--- src/rtl/numberle_entry_ctrl.sv ---
// numberle_entry_ctrl
// Keypad guess-entry controller: debounces the raw key code, turns each new
// key into a one-cycle event, collects digits into a fixed-length BCD buffer,
// applies edit keys and hands a finished guess over a valid/ready handshake.
module numberle_entry_ctrl #(
  parameter int DIGITS        = 4,
  parameter int STABLE_CYCLES = 100000,
  parameter int CNT_W         = 17
) (
  input  logic        clk,
  input  logic        btnR,
  input  logic [3:0]  key_code,
  input  logic        game_over,
  input  logic        guess_ready,
  output logic [15:0] guess,
  output logic [2:0]  len,
  output logic        guess_valid,
  output logic        reject,
  output logic        locked
);

  // Key codes with a special meaning; A and D fall through as ignored.
  localparam logic [3:0] KEY_IDLE  = 4'hF;
  localparam logic [3:0] KEY_BS    = 4'hB;
  localparam logic [3:0] KEY_CLR   = 4'hC;
  localparam logic [3:0] KEY_ENTER = 4'hE;
  localparam logic [3:0] KEY_DIGIT_MAX = 4'd9;

  localparam logic [CNT_W-1:0] STABLE_L = CNT_W'(STABLE_CYCLES);
  localparam logic [2:0]       DIG_L    = 3'(DIGITS);

  typedef enum logic [1:0] {
    ST_ENTRY,
    ST_SUBMIT,
    ST_LOCKED
  } state_t;

  // Debouncer state
  logic [3:0]       kc_q, kc_d;
  logic [CNT_W-1:0] cnt_q, cnt_d;
  logic [3:0]       last_key_q, last_key_d;
  logic             key_evt_q, key_evt_d;
  logic [3:0]       evt_code_q, evt_code_d;
  logic             accept;

  // Control state and guess buffer; element 0 is the leftmost slot [15:12].
  state_t           state_q, state_d;
  logic [0:3][3:0]  guess_q, guess_d;
  logic [2:0]       len_q, len_d;
  logic             reject_q, reject_d;

  // State register: every flop, synchronous reset on btnR.
  always_ff @(posedge clk) begin
    // NOTE: sequential state uses non-blocking (<=) so all flops update
    // together from pre-edge values; combinational blocks use blocking (=).
    if (btnR) begin
      kc_q       <= KEY_IDLE;
      cnt_q      <= '0;
      last_key_q <= KEY_IDLE;
      key_evt_q  <= 1'b0;
      evt_code_q <= KEY_IDLE;
      state_q    <= ST_ENTRY;
      guess_q    <= '1;
      len_q      <= '0;
      reject_q   <= 1'b0;
    end else begin
      kc_q       <= kc_d;
      cnt_q      <= cnt_d;
      last_key_q <= last_key_d;
      key_evt_q  <= key_evt_d;
      evt_code_q <= evt_code_d;
      state_q    <= state_d;
      guess_q    <= guess_d;
      len_q      <= len_d;
      reject_q   <= reject_d;
    end
  end

  // Debounce: count identical samples, fire one event per newly accepted key.
  always_comb begin
    // NOTE: every signal gets a default first so no path leaves it unassigned,
    // which would otherwise infer a latch.
    kc_d       = key_code;
    cnt_d      = cnt_q;
    last_key_d = last_key_q;
    key_evt_d  = 1'b0;
    evt_code_d = evt_code_q;

    if (key_code != kc_q) begin
      cnt_d = '0;
    end else if (cnt_q != STABLE_L) begin
      cnt_d = cnt_q + CNT_W'(1);
    end

    // Accept only on the transition into the saturated count.
    accept = (cnt_d == STABLE_L) && (cnt_q != STABLE_L);

    if (accept) begin
      if (kc_q == KEY_IDLE) begin
        last_key_d = KEY_IDLE;
      end else if (kc_q != last_key_q) begin
        key_evt_d  = 1'b1;
        evt_code_d = kc_q;
        last_key_d = kc_q;
      end
    end
  end

  // Next-state logic: Enter on a full buffer submits, game_over locks.
  always_comb begin
    state_d = state_q;
    unique case (state_q)
      ST_ENTRY: begin
        if (game_over) begin
          state_d = ST_LOCKED;
        end else if (key_evt_q && (evt_code_q == KEY_ENTER) && (len_q == DIG_L)) begin
          state_d = ST_SUBMIT;
        end
      end
      ST_SUBMIT: begin
        if (guess_ready) begin
          state_d = game_over ? ST_LOCKED : ST_ENTRY;
        end
      end
      ST_LOCKED: begin
        state_d = ST_LOCKED;
      end
      default: begin
        state_d = ST_ENTRY;
      end
    endcase
  end

  // Output/datapath logic: buffer edits in ENTRY, clear on handshake.
  always_comb begin
    guess_d  = guess_q;
    len_d    = len_q;
    reject_d = 1'b0;

    unique case (state_q)
      ST_ENTRY: begin
        // game_over wins over a same-cycle key event.
        if (!game_over && key_evt_q) begin
          if (evt_code_q <= KEY_DIGIT_MAX) begin
            if (len_q < DIG_L) begin
              for (int i = 0; i < 4; i++) begin
                if (3'(i) == len_q) guess_d[i] = evt_code_q;
              end
              len_d = len_q + 3'd1;
            end
          end else if (evt_code_q == KEY_BS) begin
            if (len_q != 3'd0) begin
              for (int i = 0; i < 4; i++) begin
                if (3'(i) + 3'd1 == len_q) guess_d[i] = KEY_IDLE;
              end
              len_d = len_q - 3'd1;
            end
          end else if (evt_code_q == KEY_CLR) begin
            guess_d = '1;
            len_d   = '0;
          end else if (evt_code_q == KEY_ENTER) begin
            if (len_q != DIG_L) reject_d = 1'b1;
          end
        end
      end
      ST_SUBMIT: begin
        if (guess_ready) begin
          guess_d = '1;
          len_d   = '0;
        end
      end
      default: begin
        // LOCKED keeps the buffer for display.
      end
    endcase
  end

  assign guess       = guess_q;
  assign len         = len_q;
  assign reject      = reject_q;
  assign guess_valid = (state_q == ST_SUBMIT);
  assign locked      = (state_q == ST_LOCKED);

endmodule

--- config.mk ---
export PLATFORM = sky130hd
export DESIGN_NAME = numberle_entry_ctrl
export DESIGN_NICKNAME = d
export VERILOG_FILES = /design/src/rtl/numberle_entry_ctrl.sv
export SDC_FILE = /design/constraint.sdc
export NUM_CORES = 1
export LEC_CHECK = 0
export CORE_MARGIN = 4
export CORE_UTILIZATION = 55
export DETAILED_ROUTE_END_ITERATION = 12
export PLACE_DENSITY = 0.78
export SYNTH_ARGS = -nofsm -noshare
export SYNTH_HDL_FRONTEND = slang
export SYNTH_SLANG_ARGS = --single-unit
--- constraint.sdc ---
create_clock -name clk -period 4.8 [get_ports clk]
set_input_delay 1.44 -clock clk [delete_from_list [all_inputs] [get_ports clk]]
set_output_delay 1.44 -clock clk [all_outputs]
set_load 0.02 [all_outputs]
==> out/summary.json <==
{
  "run_status": {
    "status": "finished clean"
  },
  "route": {
    "wl_per_cell_microns": 14.3,
    "vias_per_cell": 5.57,
    "post-route-drc-count": 0,
    "drt_iter0_drc": 184,
    "dr.pass1.iters": 4,
    "routed-via-count": 2238,
    "drt_wl_total_mm": 5.74,
    "final_antenna_violating_net_count": 0
  },
  "sta": {
    "post_route_skew_ns": 0.00486,
    "rsz0062_at_grt": "false",
    "fin_crit_ns": 3.46,
    "max_slew_margin_pct": 50.4,
    "finalSetupViolCount": 0,
    "finalHoldViolations": 0,
    "finalMaxSlewViolations": 0,
    "timing.final.crit_share_pct": 72.0,
    "maxClockFrequency_ghz": 0.289,
    "final.setup.tns_ns": 0,
    "tightest_slew_ns": 0.739
  },
  "worst_setup_path": {
    "regToRegStartpoint": "cnt_q[1]",
    "critical_path_peak_fanout": 5,
    "path_class": "in -> reg",
    "sort_of_element_at_the_start_of_the_critical_path": "primary input",
    "setup.worst_path.end_class": "flip-flop",
    "arr_time_crit_path_ns": 3.69,
    "ff2ff_setup_slack_ns": 2.15,
    "worstRegToRegCells": 7,
    "critical_path_required_ns": 5.03,
    "r2r_end": "evt_code_q[1]"
  },
  "synthesis": {
    "yosys-top-cells-count": "sky130_fd_sc_hd__dfxtp_1, sky130_fd_sc_hd__nor2_1, sky130_fd_sc_hd__nand2_1",
    "post_synth_top_area_share_pct": 37.3,
    "post-synth-top-count-cell": "sky130_fd_sc_hd__dfxtp_1",
    "synth.net_count": 325,
    "ys_types": 57,
    "yosysWarningCount": 0,
    "yosys_register_bits": 52,
    "cell_type_with_the_largest_total_area_after_synthesis": "sky130_fd_sc_hd__dfxtp_1",
    "synthMuxAreaShare_pct": 5.96,
    "share_of_flip_flops_with_an_asynchronous_set_or_reset_pct": 0,
    "synth_cells": 309,
    "synth_compound_gate_area_share_pct": 12.8,
    "dominant_combinational_cell_family_by_area_after_synthesis": "simple AND/OR/NAND/NOR gates",
    "leading_post_synthesis_cells_by_cell_area": "sky130_fd_sc_hd__dfxtp_1, sky130_fd_sc_hd__xor2_1, sky130_fd_sc_hd__mux2i_1",
    "synth.avg_cell_area_sq_um": 9.04,
    "seq_area_frac_synth_pct": 37.3,
    "post_synth_instance_area_sq_um": 2790,
    "synth_edf_count": 0,
    "synth_adder_area_share_pct": 3.58,
    "ys.flop_type": "sky130_fd_sc_hd__dfxtp_1",
    "synthXorXnorAreaFrac_pct": 8.15,
    "synth_simple_gate_area_share_pct": 29.4
  },
  "pwr": {
    "power_leakage_nw": 1.11,
    "switching_share_pct": 20.8,
    "power_density_of_the_placed_cells_nw_per_um2": 236,
    "power_report.internal_total_mw": 0.603,
    "power.ir.vdd_worst_mv": 0.192,
    "power.sequential.fraction_pct": 57.5,
    "total_power_mw": 0.762,
    "power.switching_mw": 0.158,
    "p_clk_share_pct": 38.4,
    "combinationalPowerShare_pct": 4.1
  },
  "finish": {
    "multiInputGateArea_sq_um": 1670,
    "number_of_diodes": 0,
    "layout.area.seq_sq_um": 1040,
    "layout.filler_cells": 402,
    "finish.net_count": 350,
    "area_growth_syn_to_layout_pct": 15.7,
    "drive_gt1_share_pct": 8.06
  },
  "clocking": {
    "post_cts_buffers": 0,
    "path_clk_slew_ns": 0.09,
    "cts_tree": "yes",
    "cts-root-to-sink-buffers": 2,
    "root_buffer": "sky130_fd_sc_hd__clkbuf_8",
    "clock_sink_count": 52,
    "clk_latency_ns": 0.30,
    "ctsHoldBuffers": 0,
    "ctsResizeCount": 0,
    "cts_htree_levels": 2,
    "cts_buffers": 5
  },
  "global_routing": {
    "globalRouteTotalUtil_pct": 19.6,
    "initial_antenna_violation_count": 0,
    "grt_pass1_vias": 2150,
    "grt_pass1_wl_mm": 9.98,
    "globalRouteOverflowTotal": 0,
    "maximum_number_of_pins_on_one_net_before_global_route_repair": 41
  },
  "placement": {
    "io_buffers": 29,
    "globalplace.congestion": 0.868,
    "dp.final_hpwl_mm": 4.12
  },
  "hold_path": {
    "worst_hold_path.num_cells": 1,
    "hp-start": "guess[8]",
    "holdPathEnd": "guess[8]",
    "worst_hold_path_type": "reg -> reg"
  },
  "job": {
    "timing.max_cap.violations": 0
  },
  "floorplanning": {
    "design.portCount": 30,
    "placement_rows": 25,
    "die_w_microns": 79.3,
    "effective_utilization_at_floorplan_pct": 58.0,
    "core_area_sq_um": 4820,
    "floorplan.die_area_sq_um": 6280,
    "chipHeight_microns": 79.3
  }
}
-- per-layer routing --
layer | vias to the layer above | track usage, % | share of wire [%]
li1 | 1143 | - | -
met1 | 1036 | 27.4 | 49
met2 | 55 | 30.1 | 45
met3 | 4 | 4.65 | 4.7
met4 | 0 | 5.33 | 0.85
met5 | - | 0 | 0
-- cell usage in the layout, fill, tap and decap left out, types with 4 or more instances in the layout --
cell type                         instances
sky130_fd_sc_hd__dfxtp_1                 52
sky130_fd_sc_hd__nor2_1                  33
sky130_fd_sc_hd__clkbuf_8                 5
sky130_fd_sc_hd__nor2b_1                 20
sky130_fd_sc_hd__inv_1                    8
sky130_fd_sc_hd__nand2b_1                 6
sky130_fd_sc_hd__o21ai_0                  5
sky130_fd_sc_hd__mux2i_1                 14
sky130_fd_sc_hd__nand2_1                 22
sky130_fd_sc_hd__nand4_1                  5
sky130_fd_sc_hd__a211o_1                 15
sky130_fd_sc_hd__clkdlybuf4s50_1         29
sky130_fd_sc_hd__nor4_1                   4
sky130_fd_sc_hd__nor3_1                   5
sky130_fd_sc_hd__or2_2                    7
sky130_fd_sc_hd__ha_1                     8
sky130_fd_sc_hd__or3_1                    5
sky130_fd_sc_hd__a21oi_1                 10
sky130_fd_sc_hd__xnor2_1                  9
sky130_fd_sc_hd__nand3_1                  8
sky130_fd_sc_hd__xor2_1                  17
-- state kept, by name (all words and copies together) (netlist names) --
register / flops
cnt_q: 17
evt_code_q: 4
guess: 16
kc_q: 4
key_evt_q: 1
last_key_q: 4
len: 3
reject: 1
state_q: 2
-- kinds of logic after synthesis --
logic type | Yosys count
and+or+nand+nor | 141
xor gates and xnor gates | 26
DFF | 52
buffers and inverters | 20
AOI/OAI and AO/OA | 46
adders and majority gates | 8
muxes | 16
-- worst max-delay path: stages --
cell	delay, ns
sky130_fd_sc_hd__clkdlybuf4s50_1	0.43
sky130_fd_sc_hd__xor2_1	0.15
sky130_fd_sc_hd__nor4_1	0.45
sky130_fd_sc_hd__nand4_1	0.14
sky130_fd_sc_hd__a2111o_1	0.39
sky130_fd_sc_hd__nor4_4	0.45
sky130_fd_sc_hd__mux2i_1	0.24
-- power by group through the flow --
stage	Sequential [mW]	Clock, mW	Combinational, mW
floorplan	0.446	0	0.0208
global placement	0.448	0	0.0308
detailed placement	0.448	0	0.0308
CTS	0.438	0.300	0.0311
global route	0.438	0.317	0.0339
finish	0.438	0.293	0.0310
-- through the flow --
stage / instance area (sq um) / utilization [%] / std cells / worst slack [ns] / hold WS [ns]
CTS: 3230 / 67.1 / 402 / 1.33 / 0.480
finish: 3230 / 67.1 / 402 / 1.34 / 0.475
global route: 3230 / 67.1 / 402 / 1.12 / 0.492
detailed placement: 3120 / 64.9 / 394 / 1.00 / 0.449
floorplan: 2790 / - / 309 / 1.72 / 0.498
global placement: 3120 / 64.9 / 394 / 1.14 / 0.450
-- worst max-delay path by stage --
stage                 from             to  slack (ns)  cells past startpoint
2_1_floorplan  key_code[1]  evt_code_q[0]        1.72                      6
3_3_place_gp   key_code[1]  evt_code_q[3]        1.14                      7
3_5_place_dp   key_code[0]  evt_code_q[1]        1.00                      7
4_1_cts        key_code[0]  evt_code_q[1]        1.33                      7
5_1_grt        key_code[0]  last_key_q[1]        1.12                      7
6_report       key_code[1]  evt_code_q[1]        1.34                      7
-- layout make-up --
type,count,area share (%)
clock buffers,6,2.25
clock inverters,2,1.08
inverters,8,0.929
multi-input cells,237,51.7
flip-flops and latches,52,32.2
well taps,67,2.59
repair buffers,30,9.21
(Power assumes the default switching activity.)
